`src/rtl/seg_hex_display.sv`:
```
// Multi-digit hex seven-segment controller with blink and leading-zero blanking.
// Define SEG_SCAN_EN to add the time-multiplexed scan_seg/scan_an outputs.
module seg_hex_display #(
    parameter int DIGITS  = 8,
    parameter int BLINK_W = 24,
    parameter int SCAN_W  = 16,
    localparam int IDXW   = (DIGITS > 1) ? $clog2(DIGITS) : 1
) (
    input  logic                  clk,
    input  logic                  rst,
    input  logic                  wr_en,
    input  logic [IDXW-1:0]       wr_idx,
    input  logic [3:0]            wr_data,
    input  logic                  wr_dp,
    input  logic                  clear,
    input  logic [DIGITS-1:0]     blink_en,
    input  logic                  lzb_en,
`ifdef SEG_SCAN_EN
    output logic [7:0]            scan_seg,
    output logic [DIGITS-1:0]     scan_an,
`endif
    output logic [DIGITS*8-1:0]   seg_out
);

    logic [3:0]          r_val [DIGITS];
    logic [DIGITS-1:0]   r_dp;
    logic [DIGITS-1:0]   r_valid;
    logic [BLINK_W-1:0]  r_blink;
    logic [DIGITS*8-1:0] r_seg;

    logic                w_idx_ok;
    logic                w_ok;
    logic [DIGITS-1:0]   w_lz;
    logic [7:0]          w_byte;
    logic [DIGITS*8-1:0] w_seg;

    function automatic logic [6:0] dec7(input logic [3:0] v);
        logic [6:0] s;
        unique case (v)
            4'h0: s = 7'b1111110;
            4'h1: s = 7'b0110000;
            4'h2: s = 7'b1101101;
            4'h3: s = 7'b1111001;
            4'h4: s = 7'b0110011;
            4'h5: s = 7'b1011011;
            4'h6: s = 7'b1011111;
            4'h7: s = 7'b1110000;
            4'h8: s = 7'b1111111;
            4'h9: s = 7'b1111011;
            4'hA: s = 7'b1110111;
            4'hB: s = 7'b0011111;
            4'hC: s = 7'b1001110;
            4'hD: s = 7'b0111101;
            4'hE: s = 7'b1001111;
            4'hF: s = 7'b1000111;
        endcase
        return s;
    endfunction

    assign w_idx_ok = (32'(wr_idx) < DIGITS);
    assign seg_out  = r_seg;

    always_comb begin
        w_ok   = 1'b1;
        w_lz   = '0;
        w_seg  = '1;
        w_byte = 8'hFF;
        // Walk from the leftmost digit; w_ok means all digits above are blank-able.
        for (int i = DIGITS - 1; i >= 0; i--) begin
            w_lz[i] = (i != 0) && (r_val[i] == 4'h0) && !r_dp[i] && w_ok;
            w_ok    = w_ok && (!r_valid[i] || w_lz[i]);
        end
        for (int i = 0; i < DIGITS; i++) begin
            w_byte = ~{dec7(r_val[i]), r_dp[i]};
            if (!r_valid[i] ||
                (blink_en[i] && r_blink[BLINK_W-1]) ||
                (lzb_en && w_lz[i]))
                w_byte = 8'hFF;
            w_seg[8*i +: 8] = w_byte;
        end
    end

    always_ff @(posedge clk or posedge rst) begin
        if (rst) begin
            for (int i = 0; i < DIGITS; i++)
                r_val[i] <= 4'h0;
            r_dp    <= '0;
            r_valid <= '0;
            r_blink <= '0;
            r_seg   <= '1;
        end else begin
            r_blink <= r_blink + 1'b1;
            r_seg   <= w_seg;
            if (clear) begin
                r_valid <= '0;
            end else if (wr_en && w_idx_ok) begin
                r_val[wr_idx]   <= wr_data;
                r_dp[wr_idx]    <= wr_dp;
                r_valid[wr_idx] <= 1'b1;
            end
        end
    end

`ifdef SEG_SCAN_EN
    logic [SCAN_W-1:0] r_pre;
    logic [IDXW-1:0]   r_sidx;

    always_ff @(posedge clk or posedge rst) begin
        if (rst) begin
            r_pre    <= '0;
            r_sidx   <= '0;
            scan_seg <= 8'hFF;
            scan_an  <= '1;
        end else begin
            r_pre <= r_pre + 1'b1;
            if (r_pre == '1)
                r_sidx <= (r_sidx == IDXW'(DIGITS - 1)) ? '0 : r_sidx + 1'b1;
            scan_seg <= w_seg[8*r_sidx +: 8];
            scan_an  <= ~(DIGITS'(1) << r_sidx);
        end
    end
`endif

endmodule

```
`config.mk`:
```
export PLATFORM = sky130hd
export DESIGN_NAME = seg_hex_display
export DESIGN_NICKNAME = d
export VERILOG_FILES = /design/src/rtl/seg_hex_display.sv
export SDC_FILE = /design/constraint.sdc
export NUM_CORES = 1
export LEC_CHECK = 0
export BUFFER_PORTS_ARGS = -buffer_cell sky130_fd_sc_hd__buf_2
export CORE_AREA = 2 2 108 110
export CTS_CLUSTER_SIZE = 25
export DETAILED_ROUTE_END_ITERATION = 8
export DIE_AREA = 0 0 110 112
export PLACE_DENSITY = 0.84
export SETUP_SLACK_MARGIN = 0.05
export SLEW_MARGIN = 20
export SYNTH_ARGS = -nofsm -noshare
export SYNTH_HDL_FRONTEND = slang
export SYNTH_SLANG_ARGS = --single-unit
```
`constraint.sdc`:
```
create_clock -name clk -period 7.1 [get_ports clk]
set_input_delay 1.42 -clock clk [delete_from_list [all_inputs] [get_ports clk]]
set_output_delay 1.42 -clock clk [all_outputs]
set_load 0.02 [all_outputs]
```
# After elaboration in Yosys (flattened, before gate mapping)
# Memories as Yosys holds them, arrays and structs flattened.
# Cells that the tools add are included.
dict set report classes {
  n_addsub 1
  n_lt_le_gt_ge 4
  muxes 16
  n_bitwise 11
  reduce_logical 80
}
# operator count
set ops {}
lappend ops {{8-bit two-way mux} 10}
lappend ops {{8-bit NOT} 8}
lappend ops {{1-bit logical AND} 35}
lappend ops {{32-bit bitwise mux} 1}
lappend ops {{4-bit logical NOT} 7}
lappend ops {{24-bit by 1-bit adder with 24-bit output (second input constant)} 1}
lappend ops {{1-bit logical OR} 21}
lappend ops {{1-bit logical NOT} 15}
lappend ops {{4-bit demux with 3-bit select} 1}
lappend ops {{8-bit bitwise mux} 1}
lappend ops {{8-bit OR} 1}
lappend ops {{4-bit >= comparator (second input constant)} 1}
lappend ops {{3-bit by 4-bit < comparator with 1-bit output (second input constant)} 1}
lappend ops {{4-bit by 1-bit < comparator with 1-bit output (second input constant)} 1}
lappend ops {{4-bit two-way mux} 1}
lappend ops {{3-bit NOT with 4-bit output} 1}
lappend ops {{1-bit demux with 3-bit select} 1}
lappend ops {{3-bit by 1-bit >= comparator with 1-bit output (second input constant)} 1}
lappend ops {{2-bit AND reduction} 1}
lappend ops {{2-bit nonzero test} 1}
lappend ops {{1-bit two-way mux} 1}
lappend ops {{1-bit NOT} 1}
dict set report word_totals {
  register_bits 136
  romBits 896
  input_bits 21
  output_inout_bits 64
  word_cells 132
  n_memories 8
}
# memory depth word_bits read_ports rd_ports_with_merged_regs wr line
set memory_table {}
lappend memory_table {{(name not given)} 16 7 1 0 0 39} ;# unique case (v)
lappend memory_table {{(name not given)} 16 7 1 0 0 39}
lappend memory_table {{(name not given)} 16 7 1 0 0 39}
lappend memory_table {{(name not given)} 16 7 1 0 0 39}
lappend memory_table {{(name not given)} 16 7 1 0 0 39}
lappend memory_table {{(name not given)} 16 7 1 0 0 39}
lappend memory_table {{+2 memories} n/a n/a n/a n/a n/a n/a}

# Logic depth before layout (Yosys ltp)
dict set report depth {
  word_depth 22
  depth_mapped 7
}

# Worst setup path before layout
# No wires, ideal clock.
dict set report synth_timing {
  path_type {input to register}
  from {input port clear}
  to {register r_dp[3]}
  arrival_time_ps 2397
  required_ps 6975
  setup_slack_ps 4579
  stages 4
  path_buffers 1
  path_cell_list {nor3b_1 > and3_1 > buf_2 > mux2_2}
}
dict set report synth_via {
  elab_chain_len 2
}
# item line
set synth_lines {}
lappend synth_lines {{start: declaration} 15} ;# input logic clear,
lappend synth_lines {{1-bit NOT (no source line)} n/a}
lappend synth_lines {{2-bit AND reduction (no source line)} n/a}
lappend synth_lines {{end signal: indexed assignment} 98} ;# r_dp[wr_idx] <= wr_dp;
lappend synth_lines {{end: declaration} 26} ;# logic [DIGITS-1:0] r_dp;
# No other way between the ends.
# A chain may end at the register's enable or synchronous reset.

==> results.txt <==
Worst Setup Start Kind - primary input
Largest net degree at the start of global routing - 70
Seq cells post-synth - 136
Setup bufs post-CTS - 0
Finished Core Util - 0.7206
Fin. Hold Viols - 0
Clock Skew - 0.004053 ns
Sequential share of the synthesized area - 0.5053
Main synth FF type - dfrtp_1
I/O Buffers - 84
Hold depth - 1
Max-Cap Viols - 0
Total wire length - 15130 µm
Achievable Freq - 396.4 MHz
Share of cells above drive strength 1 - 0.3375
Reg2reg end - seg_out[63]
Worst Path Required - 7.54 ns
Post-layout nets - 777
Final Cell Area - 8053 µm²
Final setup viols - 0
Switching share of power - 0.3035
# IOs - 85
DP Area - 7398 µm²
Clk pwr share - 0.398
Routed Antenna Nets - 0
Sw Pwr - 0.7344 mW
Number of remaining DRC errors - 0
Die X - 110 µm
Yosys warning count - 0
CTS tree - built
Post-synthesis cell count - 628
Leakage - 3.421 nW
Total number of vias - 5102
Min Clock Period, post-route - 2.523 ns
Average routed wire per standard cell - 17.51 µm
Post-synthesis cell area - 6894 µm²
Status - complete, no violations
Fin Setup TNS - 0 ns
CTS max path bufs - 2
Die Footprint - 12320 µm²
Mean post-synth cell area - 10.98 µm²
CTS buffer count - 17
RSZ-0062 raised after global routing - false
Final Cycle Share - 0.3553
Pre-antenna DRT Iters - 5
H-Tree Depth - 4
Clk_lat worst skew - 0.42 ns
WS Path Type - primary input to asynchronous set/reset pin
Die Span Y - 112 µm
Post-CTS sizing - 0
Worst-path fanout max - 69
Pwr per Cell Area - 300.5 nW/µm²
RR Startpoint - r_val[0]
R2r setup slk - 4.88 ns
Post-DP HPWL - 9941 µm
Reg2Reg Depth - 5
Hold Path End - seg_out[0]
Clock root buffer master - clkbuf_16
Vias per inst - 5.905
Initial antenna violation count - 1
Reg clk slew, reported paths - 0.06 ns
Synth cell types - 51
Async set-reset flop share out of synthesis - 1.000
CP endpoint kind - asynchronous set/reset pin
Routability cong. - 0.9360
P_int - 1.685 mW
Total power - 2.420 mW
Layout area overhead - 16.81%
Tot GR Track Use - 0.2650
Worst VDD drop - 0.1712 mV
DR iter-0 viols - 402
Slew HR - 0.4118
First-pass GRT wire length - 25100 µm
Grt total ovfl - 0
Combinational Power Share - 0.191
Sequential Power Share - 0.411
HP Class - flip-flop to flip-flop
Clk sink count - 136
Post-synth EDFFs - 0
Starting Density - 0.6170
Hold_buf cts - 0
Critical path arrival - 2.96 ns
Slew @ Worst Pin - 0.8823 ns
FP Rows - 39
Core box area - 11170 µm²
Vias in the first global route - 5159
Hold path start - r_dp[0]
Final Max Tran Viols - 0
Syn_nets - 698
-- layout make-up --
type | instances | area (µm²)
clock inverter | 15 | 226.5
inverter | 40 | 152.6
timing repair buffer | 85 | 427.9
sequential | 136 | 3483
multi-input combinational | 427 | 3156
antenna | 1 | 2.502
clock buffer | 17 | 425.4
tap | 143 | 178.9
fill | 719 | 3122
-- power groups by stage --
stage / registers, mW / logic (mW) / clock network, mW
floorplan: 0.942 / 0.383 / 0
global placement: 0.988 / 0.418 / 0
detailed placement: 0.998 / 0.444 / 0
CTS: 0.990 / 0.461 / 0.973
global route: 1.01 / 0.515 / 1.01
finish: 0.994 / 0.463 / 0.963
-- synthesized netlist by cell type (4+ instances only) --
cell type	n	share of area
inv_1	39	0.021
o211ai_1	27	0.029
o21ai_0	36	0.026
nor3_1	5	0.0036
nor2_1	16	0.0087
o311ai_0	9	0.011
nand3b_1	8	0.0087
nor2b_1	5	0.0045
nand3_1	36	0.026
dfrtp_1	72	0.26
mux2_2	49	0.080
a21o_1	4	0.0044
a21oi_1	24	0.017
and3_1	6	0.0054
xnor2_1	17	0.022
clkbuf_1	21	0.011
ha_1	49	0.089
nand2b_1	9	0.0082
xor2_1	5	0.0064
nand4_1	5	0.0045
o21a_1	6	0.0065
dfstp_2	64	0.24
nand2_1	72	0.039
-- layer usage --
metal	wire, µm	share of wire	global-route usage
met5	0	0	0
met4	346	0.023	0.1148
met3	822	0.054	0.06440
met2	7828	0.52	0.4323
met1	6135	0.41	0.3332
-- layout by cell type (no fill, tap or decap), types with 2 or more instances in the layout --
cell,instances
o311ai_0,9
nand3_1,36
xnor2_1,17
a31oi_1,2
xor2_1,5
dfrtp_1,72
and3_1,6
clkinvlp_4,6
inv_1,38
or4b_1,3
nand3b_1,8
nand4_1,5
nor3b_2,2
a21oi_1,24
a32oi_1,3
buf_2,84
a22oi_1,3
bufinv_16,5
a21boi_0,2
ha_1,49
dfstp_2,64
nor2_1,16
nor4b_1,3
nand2b_1,9
clkbuf_16,17
nor3_1,5
a21o_1,4
mux2i_1,2
o21ai_0,36
and4_1,2
nor2b_1,5
or3_1,2
nor4_4,2
nand2_1,72
clkinv_4,2
o21a_1,6
mux2_2,49
o211ai_1,27
-- kinds of logic after synthesis --
logic type,after synthesis,synth area share
xor+xnor,22,0.02795
fa+ha+maj,49,0.08893
mux,52,0.08621
simple gates,182,0.1396
buf+inv,65,0.03702
compound gates,122,0.1151
flops,136,0.5053
-- state kept, by name (all words and copies together), names as in the netlist --
signal / cells
r_val: 32
r_dp: 8
r_blink: 24
r_valid: 8
seg_out: 64
-- worst max-delay path, cell delays in order --
cell   delay (ns)
buf_2        0.11
inv_4        0.58
buf_4        0.80
-- worst max path at each step --
stage / from / endpoint / slack [ns] / cells past startpoint
floorplan: rst / r_blink[0] / 2.15 / 1
global placement: rst / r_valid[4] / 4.18 / 3
detailed placement: rst / r_valid[4] / 4.08 / 3
CTS: rst / r_val[18] / 4.50 / 3
global route: rst / r_dp[4] / 4.28 / 3
finish: rst / r_blink[17] / 4.58 / 3
-- metrics by stage --
step / setup WS (ns) / instances / hold slack, ns
after floorplan: 2.146 / 628 / 0.3664
after global placement: 4.180 / 831 / 0.4174
after detailed placement: 4.077 / 831 / 0.4187
after CTS: 4.503 / 863 / 0.4303
after global routing: 4.280 / 864 / 0.4483
final: 4.577 / 864 / 0.4397
No activity file was read; power rests on OpenSTA's default activity.
